**src/rtl/simd_calc_pkg.sv**
```systemverilog
// rtl/simd_calc_pkg.sv - function codes and FSM encodings shared by the SIMD calculus pipe
package simd_calc_pkg;

    localparam int FN_W = 4;

    localparam logic [FN_W-1:0] FN_RELU  = 4'h0;
    localparam logic [FN_W-1:0] FN_LEAKY = 4'h1;
    localparam logic [FN_W-1:0] FN_ABS   = 4'h2;
    localparam logic [FN_W-1:0] FN_SIGN  = 4'h3;
    localparam logic [FN_W-1:0] FN_CLAMP = 4'h4;
    localparam logic [FN_W-1:0] FN_MAX   = 4'h5;
    localparam logic [FN_W-1:0] FN_MIN   = 4'h6;
    // The only multi-cycle function; everything else loads the output register directly.
    localparam logic [FN_W-1:0] FN_SQRT  = 4'h8;

    typedef enum logic {
        S_IDLE = 1'b0,
        S_ITER = 1'b1
    } state_t;

endpackage

```
**src/rtl/calc_isqrt_lane.sv**
```systemverilog
// rtl/calc_isqrt_lane.sv - one lane of the lockstep restoring square root, one root bit per step
module calc_isqrt_lane #(
    parameter int W = 32
) (
    input  logic           clk,
    input  logic           reset,
    input  logic           load,
    input  logic           step,
    input  logic [2*W-1:0] radicand,
    output logic [W-1:0]   root
);

    logic [2*W-1:0] rad;
    logic [W-1:0]   rem;
    logic [W+1:0]   rem_sh;
    logic [W+1:0]   trial;
    logic           fits;

    // Before every step but the last, rem <= 2*root < 2^W, so W bits hold it exactly;
    // the final remainder is never read, so its truncation is harmless.
    assign rem_sh = {rem, rad[2*W-1 -: 2]};
    assign trial  = {root, 2'b01};
    assign fits   = rem_sh >= trial;

    always_ff @(posedge clk or negedge reset) begin
        if (!reset) begin
            rad  <= '0;
            rem  <= '0;
            root <= '0;
        end else if (load) begin
            rad  <= radicand;
            rem  <= '0;
            root <= '0;
        end else if (step) begin
            rad  <= {rad[2*W-3:0], 2'b00};
            rem  <= W'(fits ? rem_sh - trial : rem_sh);
            root <= {root[W-2:0], fits};
        end
    end

endmodule

```
**src/rtl/simd_calculus_pipe.sv**
```systemverilog
// rtl/simd_calculus_pipe.sv - handshaked multi-lane elementwise calculus unit with iterative sqrt
module simd_calculus_pipe
    import simd_calc_pkg::*;
#(
    parameter int FUNCTION_BITS = 4,
    parameter int BIT_WIDTH     = 32,
    parameter int NUM_LANES     = 4,
    parameter int LEAKY_SHIFT   = 3
) (
    input  logic                           clk,
    input  logic                           reset,
    input  logic                           in_valid,
    output logic                           in_ready,
    input  logic [FUNCTION_BITS-1:0]       fn,
    input  logic [7:0]                     frac_bits,
    input  logic [NUM_LANES*BIT_WIDTH-1:0] data_in0,
    input  logic [NUM_LANES*BIT_WIDTH-1:0] data_in1,
    output logic                           out_valid,
    input  logic                           out_ready,
    output logic [NUM_LANES*BIT_WIDTH-1:0] data_out,
    output logic [NUM_LANES-1:0]           out_err
);

    localparam int CNT_W = $clog2(BIT_WIDTH);
    localparam logic signed [BIT_WIDTH-1:0] S_MAX = {1'b0, {(BIT_WIDTH-1){1'b1}}};
    localparam logic signed [BIT_WIDTH-1:0] S_MIN = {1'b1, {(BIT_WIDTH-1){1'b0}}};

    function automatic logic [BIT_WIDTH:0] lane_fn(
        input logic [FUNCTION_BITS-1:0]   code,
        input logic signed [BIT_WIDTH-1:0] a,
        input logic signed [BIT_WIDTH-1:0] b,
        input logic [7:0]                 f
    );
        logic signed [BIT_WIDTH-1:0] res;
        logic signed [BIT_WIDTH-1:0] lim;
        logic signed [BIT_WIDTH-1:0] one;
        logic                        err;
        res = '0;
        err = 1'b0;
        one = BIT_WIDTH'(1) << f;
        lim = (b == S_MIN) ? S_MAX : (b[BIT_WIDTH-1] ? -b : b);
        case (code)
            FUNCTION_BITS'(FN_RELU):  res = a[BIT_WIDTH-1] ? '0 : a;
            FUNCTION_BITS'(FN_LEAKY): res = a[BIT_WIDTH-1] ? (a >>> LEAKY_SHIFT) : a;
            FUNCTION_BITS'(FN_ABS): begin
                if (a == S_MIN) begin
                    res = S_MAX;
                    err = 1'b1;
                end else begin
                    res = a[BIT_WIDTH-1] ? -a : a;
                end
            end
            FUNCTION_BITS'(FN_SIGN): begin
                // With f = BIT_WIDTH-1 the value 1.0 does not fit, so +/-MAX stands in.
                if (a == '0) begin
                    res = '0;
                end else if (f == 8'(BIT_WIDTH-1)) begin
                    res = a[BIT_WIDTH-1] ? -S_MAX : S_MAX;
                    err = 1'b1;
                end else begin
                    res = a[BIT_WIDTH-1] ? -one : one;
                end
            end
            FUNCTION_BITS'(FN_CLAMP): begin
                if (a > lim)       res = lim;
                else if (a < -lim) res = -lim;
                else               res = a;
            end
            FUNCTION_BITS'(FN_MAX): res = (a > b) ? a : b;
            FUNCTION_BITS'(FN_MIN): res = (a < b) ? a : b;
            default: ;
        endcase
        return {err, res};
    endfunction

    state_t                         state, state_nx;
    logic [CNT_W-1:0]               cnt;
    logic                           done;
    logic [NUM_LANES-1:0]           neg_q;
    logic [NUM_LANES-1:0]           lane_neg;
    logic [NUM_LANES-1:0]           single_err;
    logic [NUM_LANES*BIT_WIDTH-1:0] single_res;
    logic [NUM_LANES*BIT_WIDTH-1:0] sqrt_res;
    logic [7:0]                     f_clamped;
    logic                           load_single, load_sqrt, start_sqrt, step;

    assign f_clamped = (frac_bits > 8'(BIT_WIDTH-1)) ? 8'(BIT_WIDTH-1) : frac_bits;

    for (genvar i = 0; i < NUM_LANES; i++) begin : g_lane
        logic signed [BIT_WIDTH-1:0] a;
        logic signed [BIT_WIDTH-1:0] b;
        logic [BIT_WIDTH-1:0]        root;
        logic [2*BIT_WIDTH-1:0]      radicand;

        assign a        = data_in0[i*BIT_WIDTH +: BIT_WIDTH];
        assign b        = data_in1[i*BIT_WIDTH +: BIT_WIDTH];
        assign lane_neg[i] = a[BIT_WIDTH-1];
        assign {single_err[i], single_res[i*BIT_WIDTH +: BIT_WIDTH]} = lane_fn(fn, a, b, f_clamped);
        assign radicand = {{BIT_WIDTH{1'b0}}, a} << f_clamped;
        assign sqrt_res[i*BIT_WIDTH +: BIT_WIDTH] = neg_q[i] ? '0 : root;

        calc_isqrt_lane #(.W(BIT_WIDTH)) u_isqrt (
            .clk      (clk),
            .reset    (reset),
            .load     (start_sqrt),
            .step     (step),
            .radicand (radicand),
            .root     (root)
        );
    end

    always_comb begin
        state_nx    = state;
        in_ready    = 1'b0;
        load_single = 1'b0;
        load_sqrt   = 1'b0;
        start_sqrt  = 1'b0;
        step        = 1'b0;
        case (state)
            S_IDLE: begin
                in_ready = !out_valid || out_ready;
                if (in_valid && in_ready) begin
                    if (fn == FUNCTION_BITS'(FN_SQRT)) begin
                        start_sqrt = 1'b1;
                        state_nx   = S_ITER;
                    end else begin
                        load_single = 1'b1;
                    end
                end
            end
            S_ITER: begin
                // done marks that all BIT_WIDTH steps have run; then wait for a free output slot.
                if (!done) begin
                    step = 1'b1;
                end else if (!out_valid || out_ready) begin
                    load_sqrt = 1'b1;
                    state_nx  = S_IDLE;
                end
            end
            default: state_nx = S_IDLE;
        endcase
    end

    always_ff @(posedge clk or negedge reset) begin
        if (!reset) begin
            state     <= S_IDLE;
            cnt       <= '0;
            done      <= 1'b0;
            neg_q     <= '0;
            out_valid <= 1'b0;
            data_out  <= '0;
            out_err   <= '0;
        end else begin
            state <= state_nx;
            if (start_sqrt) begin
                cnt   <= CNT_W'(BIT_WIDTH-1);
                done  <= 1'b0;
                neg_q <= lane_neg;
            end else if (step) begin
                if (cnt == '0) done <= 1'b1;
                else           cnt  <= cnt - CNT_W'(1);
            end
            if (load_single) begin
                out_valid <= 1'b1;
                data_out  <= single_res;
                out_err   <= single_err;
            end else if (load_sqrt) begin
                out_valid <= 1'b1;
                data_out  <= sqrt_res;
                out_err   <= neg_q;
            end else if (out_ready) begin
                out_valid <= 1'b0;
            end
        end
    end

endmodule

```
**config.mk**
```make
export PLATFORM = sky130hd
export DESIGN_NAME = simd_calculus_pipe
export DESIGN_NICKNAME = d
export VERILOG_FILES = /design/src/rtl/simd_calc_pkg.sv /design/src/rtl/calc_isqrt_lane.sv /design/src/rtl/simd_calculus_pipe.sv
export SDC_FILE = /design/constraint.sdc
export NUM_CORES = 2
export LEC_CHECK = 0
export BUFFER_PORTS_ARGS = -buffer_cell sky130_fd_sc_hd__buf_2
export CORE_MARGIN = 3
export CORE_UTILIZATION = 40
export DETAILED_ROUTE_END_ITERATION = 8
export SLEW_MARGIN = 20
export SYNTH_ARGS = -nofsm -noshare
export SYNTH_HDL_FRONTEND = slang
export SYNTH_SLANG_ARGS = --single-unit
```
**constraint.sdc**
```tcl
create_clock -name clk -period 4.5 [get_ports clk]
set_input_delay 0.9 -clock clk [delete_from_list [all_inputs] [get_ports clk]]
set_output_delay 0.9 -clock clk [all_outputs]
set_load 0.03 [all_outputs]
```
After elaboration in Yosys (flattened, before gate mapping)
Index checks and enable logic that the tools add are counted.

cells by class
  add/sub/neg operators = 18
  multiply operators = 0
  div/mod/pow operators = 0
  $lt $le $gt $ge = 21
  eq/ne operators = 17
  shifts and indexed selects = 5
  multiplexer cells = 134
  bitwise gates (word level) = 1
  reduce and logical (&&, ||, !) cells = 15

operators with widths
  cell                  count
  $mux 32               76
  $pmux 32 s7           4
  $mux 64               8
  $neg 32->32           13
  $eq 32x32->1 const B  8
  $gt 32x32->1          8
  $lt 32x32->1          8
  $mux 128              2
  $shl 32x8->64         4
  $ge 34x34->1          4
  $logic_not 32->1      4
  $sub 32x32->32        4
  $mux 31               4
  $shl 1x8->32 const A  1
  $mux 1                29
  $mux 5                3
  $eq 4x3->1 const B    3
  $pmux 1 s2            5
  $eq 4x2->1 const B    2
  $eq 8x5->1 const B    1
  $gt 8x5->1 const B    1
  $mux 4                2
  $mux 8                1
  $reduce_bool 2->1     3
  other kinds (12)      13

word-level totals
  bits in registers = 656
  bits in latches = 0
  memory bits (writable) = 0
  bits in read-only memories = 0
  input port bits = 272
  output and inout port bits = 134
  logic and storage cells = 230
  memories = 0

Logic depth before layout (Yosys ltp)
  depth in word-level cells = 9
  depth in mapped cells = 32
  mapped depth without buffers = 26

Hierarchy
From an unflattened synthesis, not the netlist that was laid out.

second synthesis, totals
  cells, all modules = 10139
  area, all modules = 75996.6 um^2

by module, submodules not included
  module              times used  cells each  area an instance (um^2)  seq. area each (um^2)
  simd_calculus_pipe  1           6723        45147.0                  3603.5
  calc_isqrt_lane     4           854         7712.4                   3203.1

Worst setup path before layout
OpenSTA, ideal clock, no wires.

  path kind = input -> register
  start = input port data_in1[96]
  end = register data_out[103]
  setup time = 94 ps
  arrival = 7015 ps
  data required time = 4406 ps
  setup slack = -2609 ps
  cell stages on the path = 30
  path buffers = 6
  cells stage by stage = clkbuf_1 -> inv_1 -> ha_1 -> or3b_2 -> nor2_1 -> and4_1 -> clkbuf_1 -> clkbuf_1 -> nor2_1 -> ha_1 -> nor2b_1 -> nor4b_1 -> nand4_1 -> nor3b_1 -> nand3_1 -> xnor2_1 -> ha_1 -> a21o_1 -> a21o_1 -> a21oi_1 -> o21ai_0 -> a21oi_1 -> o31a_1 -> clkbuf_1 -> clkbuf_1 -> clkbuf_1 -> nand2_1 -> a21oi_1 -> o21ai_1 -> a211oi_1

between the ends
  cells in the longest elaborated chain, start to end = 9
  elaborated cells between the ends (all ways) = 15
  classes of those cells = add/sub: 2; order compare: 4; eq/ne: 1; mux: 8

RTL lines
  item                    line                       RTL
  start: declaration      simd_calculus_pipe.sv:17   input logic [NUM_LANES*BIT_WIDTH-1:0] data_in1,
  $neg 32->32             simd_calculus_pipe.sv:41   lim = (b == S_MIN) ? S_MAX : (b[BIT_WIDTH-1] ? -b : b);
  $mux 32 (2 in series)   simd_calculus_pipe.sv:41
  $neg 32->32             simd_calculus_pipe.sv:66   else if (a < -lim) res = -lim;
  $lt 32x32->1            simd_calculus_pipe.sv:66
  $mux 32                 simd_calculus_pipe.sv:66
  $mux 32                 simd_calculus_pipe.sv:65   if (a > lim) res = lim;
  $pmux 32 s7 (*)         simd_calculus_pipe.sv:42   case (code)
  $mux 128 (*)            simd_calculus_pipe.sv:163  if (load_single) begin
  end signal: assignment  simd_calculus_pipe.sv:165  data_out <= single_res;
  end signal: assignment  simd_calculus_pipe.sv:169  data_out <= sqrt_res;
  end: declaration        simd_calculus_pipe.sv:20   output logic [NUM_LANES*BIT_WIDTH-1:0] data_out,

Mark *: on every way between the ends. The rest lies on a longest branch, timed or not.
A chain may end at the register's enable or synchronous reset.

Final worst setup path
  start = input port data_in1[1]
  end = register data_out[3]

Same word-level chain as after synthesis.

==> results.yml <==
power:
  power_density_nw_per_um2: 443
  sw_frac_of_total_pct: 46.4
  finalPower_mw: 43.2
  vdd_drop_max_mv: 0.488
  p_int_mw: 23.2
  sequentialPowerShare_pct: 24.5
  p_leak_nw: 45.8
  switchingPower_mw: 20.0
  clockPowerShare_pct: 17.7
  combPwrFrac_pct: 57.7
die:
  core_um2: 179000
  die_area_um2: 186000
  core.rowCount: 155
  io_pins: 406
  start_util_pct: 40.4
  die_h_um: 431
  die_w_um: 431
timing:
  clock_skew_ns: 0.0626
  final.period_utilization_pct: 122
  rsz0062_at_grt: "true"
  whs_ns: 0.130
  final.setup.worst_slack_ns: -0.975
  setup_violations: 128
  maxSlewViolCount: 0
  hold_violations: 0
  period_needed_ns: 5.48
  worstMarginPinSlew_ns: 1.11
  fmax_mhz: 183
  relSlewSlack_pct: 25.2
synth:
  ys.warnings.count: 0
  ys.flop_type: "dfrtp_1"
  synth_nets: 10400
  synth_most_common_cell: "nand2_1"
  synth_area_leaders: "dfrtp_1, ha_1, mux2i_1"
  synth_top_area_share_pct: 22.7
  synth-edff-count: 0
  synth_top_area_cell: "dfrtp_1"
  ys_types: 107
  syn_avg_cell_area_um2: 7.50
  synth_commonest_cells: "nand2_1, o21ai_0, a21oi_1"
  syn_area_um2: 72400
  ys_ff_latch: 656
  seq_area_frac_synth_pct: 22.7
  async_reset_ff_share_pct: 100
  postSynthCellCount: 9654
min_path:
  hold_class: "in2async"
setup_path:
  worst-r2r-cell-count: 15
  required_ns: 5.18
  start_kind: "input pin"
  worstPathArrival_ns: 6.15
  worstSetupPathType: "in2reg"
  crit_fanout: 6
  critPathCaptureType: "flop"
outcome:
  status: "finished, violations left"
  violations: "negative setup slack"
clock_tree:
  cts_made_buffers: 88
  clkSinkCount: 656
  htreeDepth: 3
  postCtsHoldBufs: 0
  clkTransAtPathRegs_ns: 0.06
  clock_latency_ns: 0.76
  cts_tree: "yes"
  cts-root-buf: "clkbuf_16"
  clockBufferDepth: 3
global_route:
  grt_max_degree: 138
  grt_pass1_wl_um: 568000
  grt-ovfl-total: 0
  grtUsageTotal_pct: 40.3
  antenna_found_initial: 44
  grt_pass1_vias: 82500
place:
  placed_cells: 13400
  port_buffers: 405
  hpwl_um: 307000
  place_area_um2: 89700
  gp_congestion: 1.07
final_layout:
  syn_to_final_growth_pct: 34.6
  fin_cells: 13800
  drive_gt1_share_pct: 28.0
  design_area_um2: 97500
  num-nets-final: 12100
route:
  drc: 0
  wl_per_cell_um: 28.5
  routed_wl_um: 393000
  viasPerCell: 6.41
  num_vias: 88200
  drtAntennaViolNets: 0
  drt_first_iter_violations: 11600
  dr.pass1.iters: 8
job:
  maxCapViolCount: 0
==> repair_timing <==
item / 4_1_cts / 5_1_grt
cloned: 15 / 3
setup buffers: 114 / 53
endpoints found under the setup margin: 128 / 128
gates resized for setup: 389 / 278
hold endpoints to repair: 0 / 0
pin swaps: 225 / 224
==> power by group through the flow <==
stage	logic (mW)	registers [mW]	clock network (mW)
5_1_grt	27.2	10.8	7.93
3_5_place_dp	23.5	10.6	0
4_1_cts	24.2	10.5	7.74
2_1_floorplan	15.4	10.1	0
3_3_place_gp	23.1	10.5	0
6_report	24.9	10.6	7.66
==> routing by layer <==
metal  GRT usage, %  share of wire (%)  vias to the layer above
met3           9.78                 11                     1025
li1               -                  -                    39200
met2           58.3                 41                     5364
met4           17.4                5.3                       38
met5              0              0.061                        -
met1           56.6                 42                    42600
==> worst paths after layout <==
| path | from | end | slack [ns] |
|---|---|---|---|
| max | data_in1[1] | data_out[3] | -0.98 |
| min | reset | g_lane[2].u_isqrt.rem[3] | 0.13 |
| max reg2reg | g_lane[3].u_isqrt.rad[62] | g_lane[3].u_isqrt.rem[9] | 0.34 |
| min reg2reg | g_lane[3].u_isqrt.rad[58] | g_lane[3].u_isqrt.rad[60] | 0.45 |
| max in group asynchronous | reset | data_out[10] | 3.24 |
| min in group clk | g_lane[3].u_isqrt.rad[58] | g_lane[3].u_isqrt.rad[60] | 0.45 |
==> final cells by class <==
type	instances	area, µm²
antenna	12	30.0
clock buffer	115	2420
clock inverter	42	641
fill	17200	81700
inverter	462	1770
multi-input combinational	7765	54900
sequential	656	16400
tap	2355	2950
timing repair buffer	2363	18400
==> sequential cells by signal, indices dropped and copies added (netlist names) <==
name                 cells
g_lane.u_isqrt.rad     256
data_out               128
g_lane.u_isqrt.rem     128
g_lane.u_isqrt.root    128
cnt                      5
neg_q                    4
out_err                  4
done                     1
out_valid                1
state                    1
==> through the flow <==
step | util, % | setup TNS, ns | setup slack [ns]
floorplan | - | -158.09 | -1.54
global placement | 50.1 | -208.61 | -1.91
detailed placement | 50.1 | -214.52 | -1.88
CTS | 53.5 | -75.49 | -0.819
global route | 54.4 | -106.68 | -1.13
finish | 54.4 | -85.46 | -0.975
==> cells by family after synthesis <==
kind of cell,synth area share [%]
simple gates,20.6
mux,9.34
compound gates,27.7
fa+ha+maj,9.02
buf+inv,6.45
flops,22.7
xor+xnor,4.22
==> layout by cell type (no fill, tap or decap), types with 47 or more instances in the layout <==
master,n
a221o_1,54
nor3_1,195
xor2_1,83
mux2i_1,598
o21ai_1,59
a221oi_1,90
nor4_1,56
xnor2_1,241
a21oi_2,47
or3_1,84
o211ai_1,94
nand3_1,327
nand2_1,1010
buf_6,76
a22oi_1,64
mux2_2,49
buf_12,76
and3_1,100
o31ai_1,81
a31oi_1,143
a21o_1,169
a222oi_1,68
o21a_1,60
a211oi_1,97
dfrtp_1,656
clkbuf_16,92
buf_2,391
nor2_1,645
buf_4,1787
a21oi_1,654
nor2b_1,61
o22ai_1,134
o2111ai_1,47
nand4_1,124
inv_1,445
o21ai_0,737
ha_1,502
nand2b_1,70
==> worst max-delay path, stage by stage <==
cell and delay (ns):
buf_8 0.11, inv_6 0.05, ha_4 0.14, or4b_4 0.54, buf_12 0.16, nor4_4 0.25
nand4_1 0.19, buf_6 0.19, and2_4 0.14, nor3b_2 0.17, and2_4 0.14, xnor2_1 0.12
ha_1 0.30, a21o_1 0.19, a21o_1 0.18, a221o_1 0.32, a221oi_2 0.27, o21ai_2 0.13
a21o_4 0.27, a311oi_4 0.28, buf_6 0.18, buf_12 0.15, mux2_4 0.30, mux2i_1 0.18
a221oi_2 0.08, nor3_1 0.21
No activity file was read; power rests on OpenSTA's default activity.
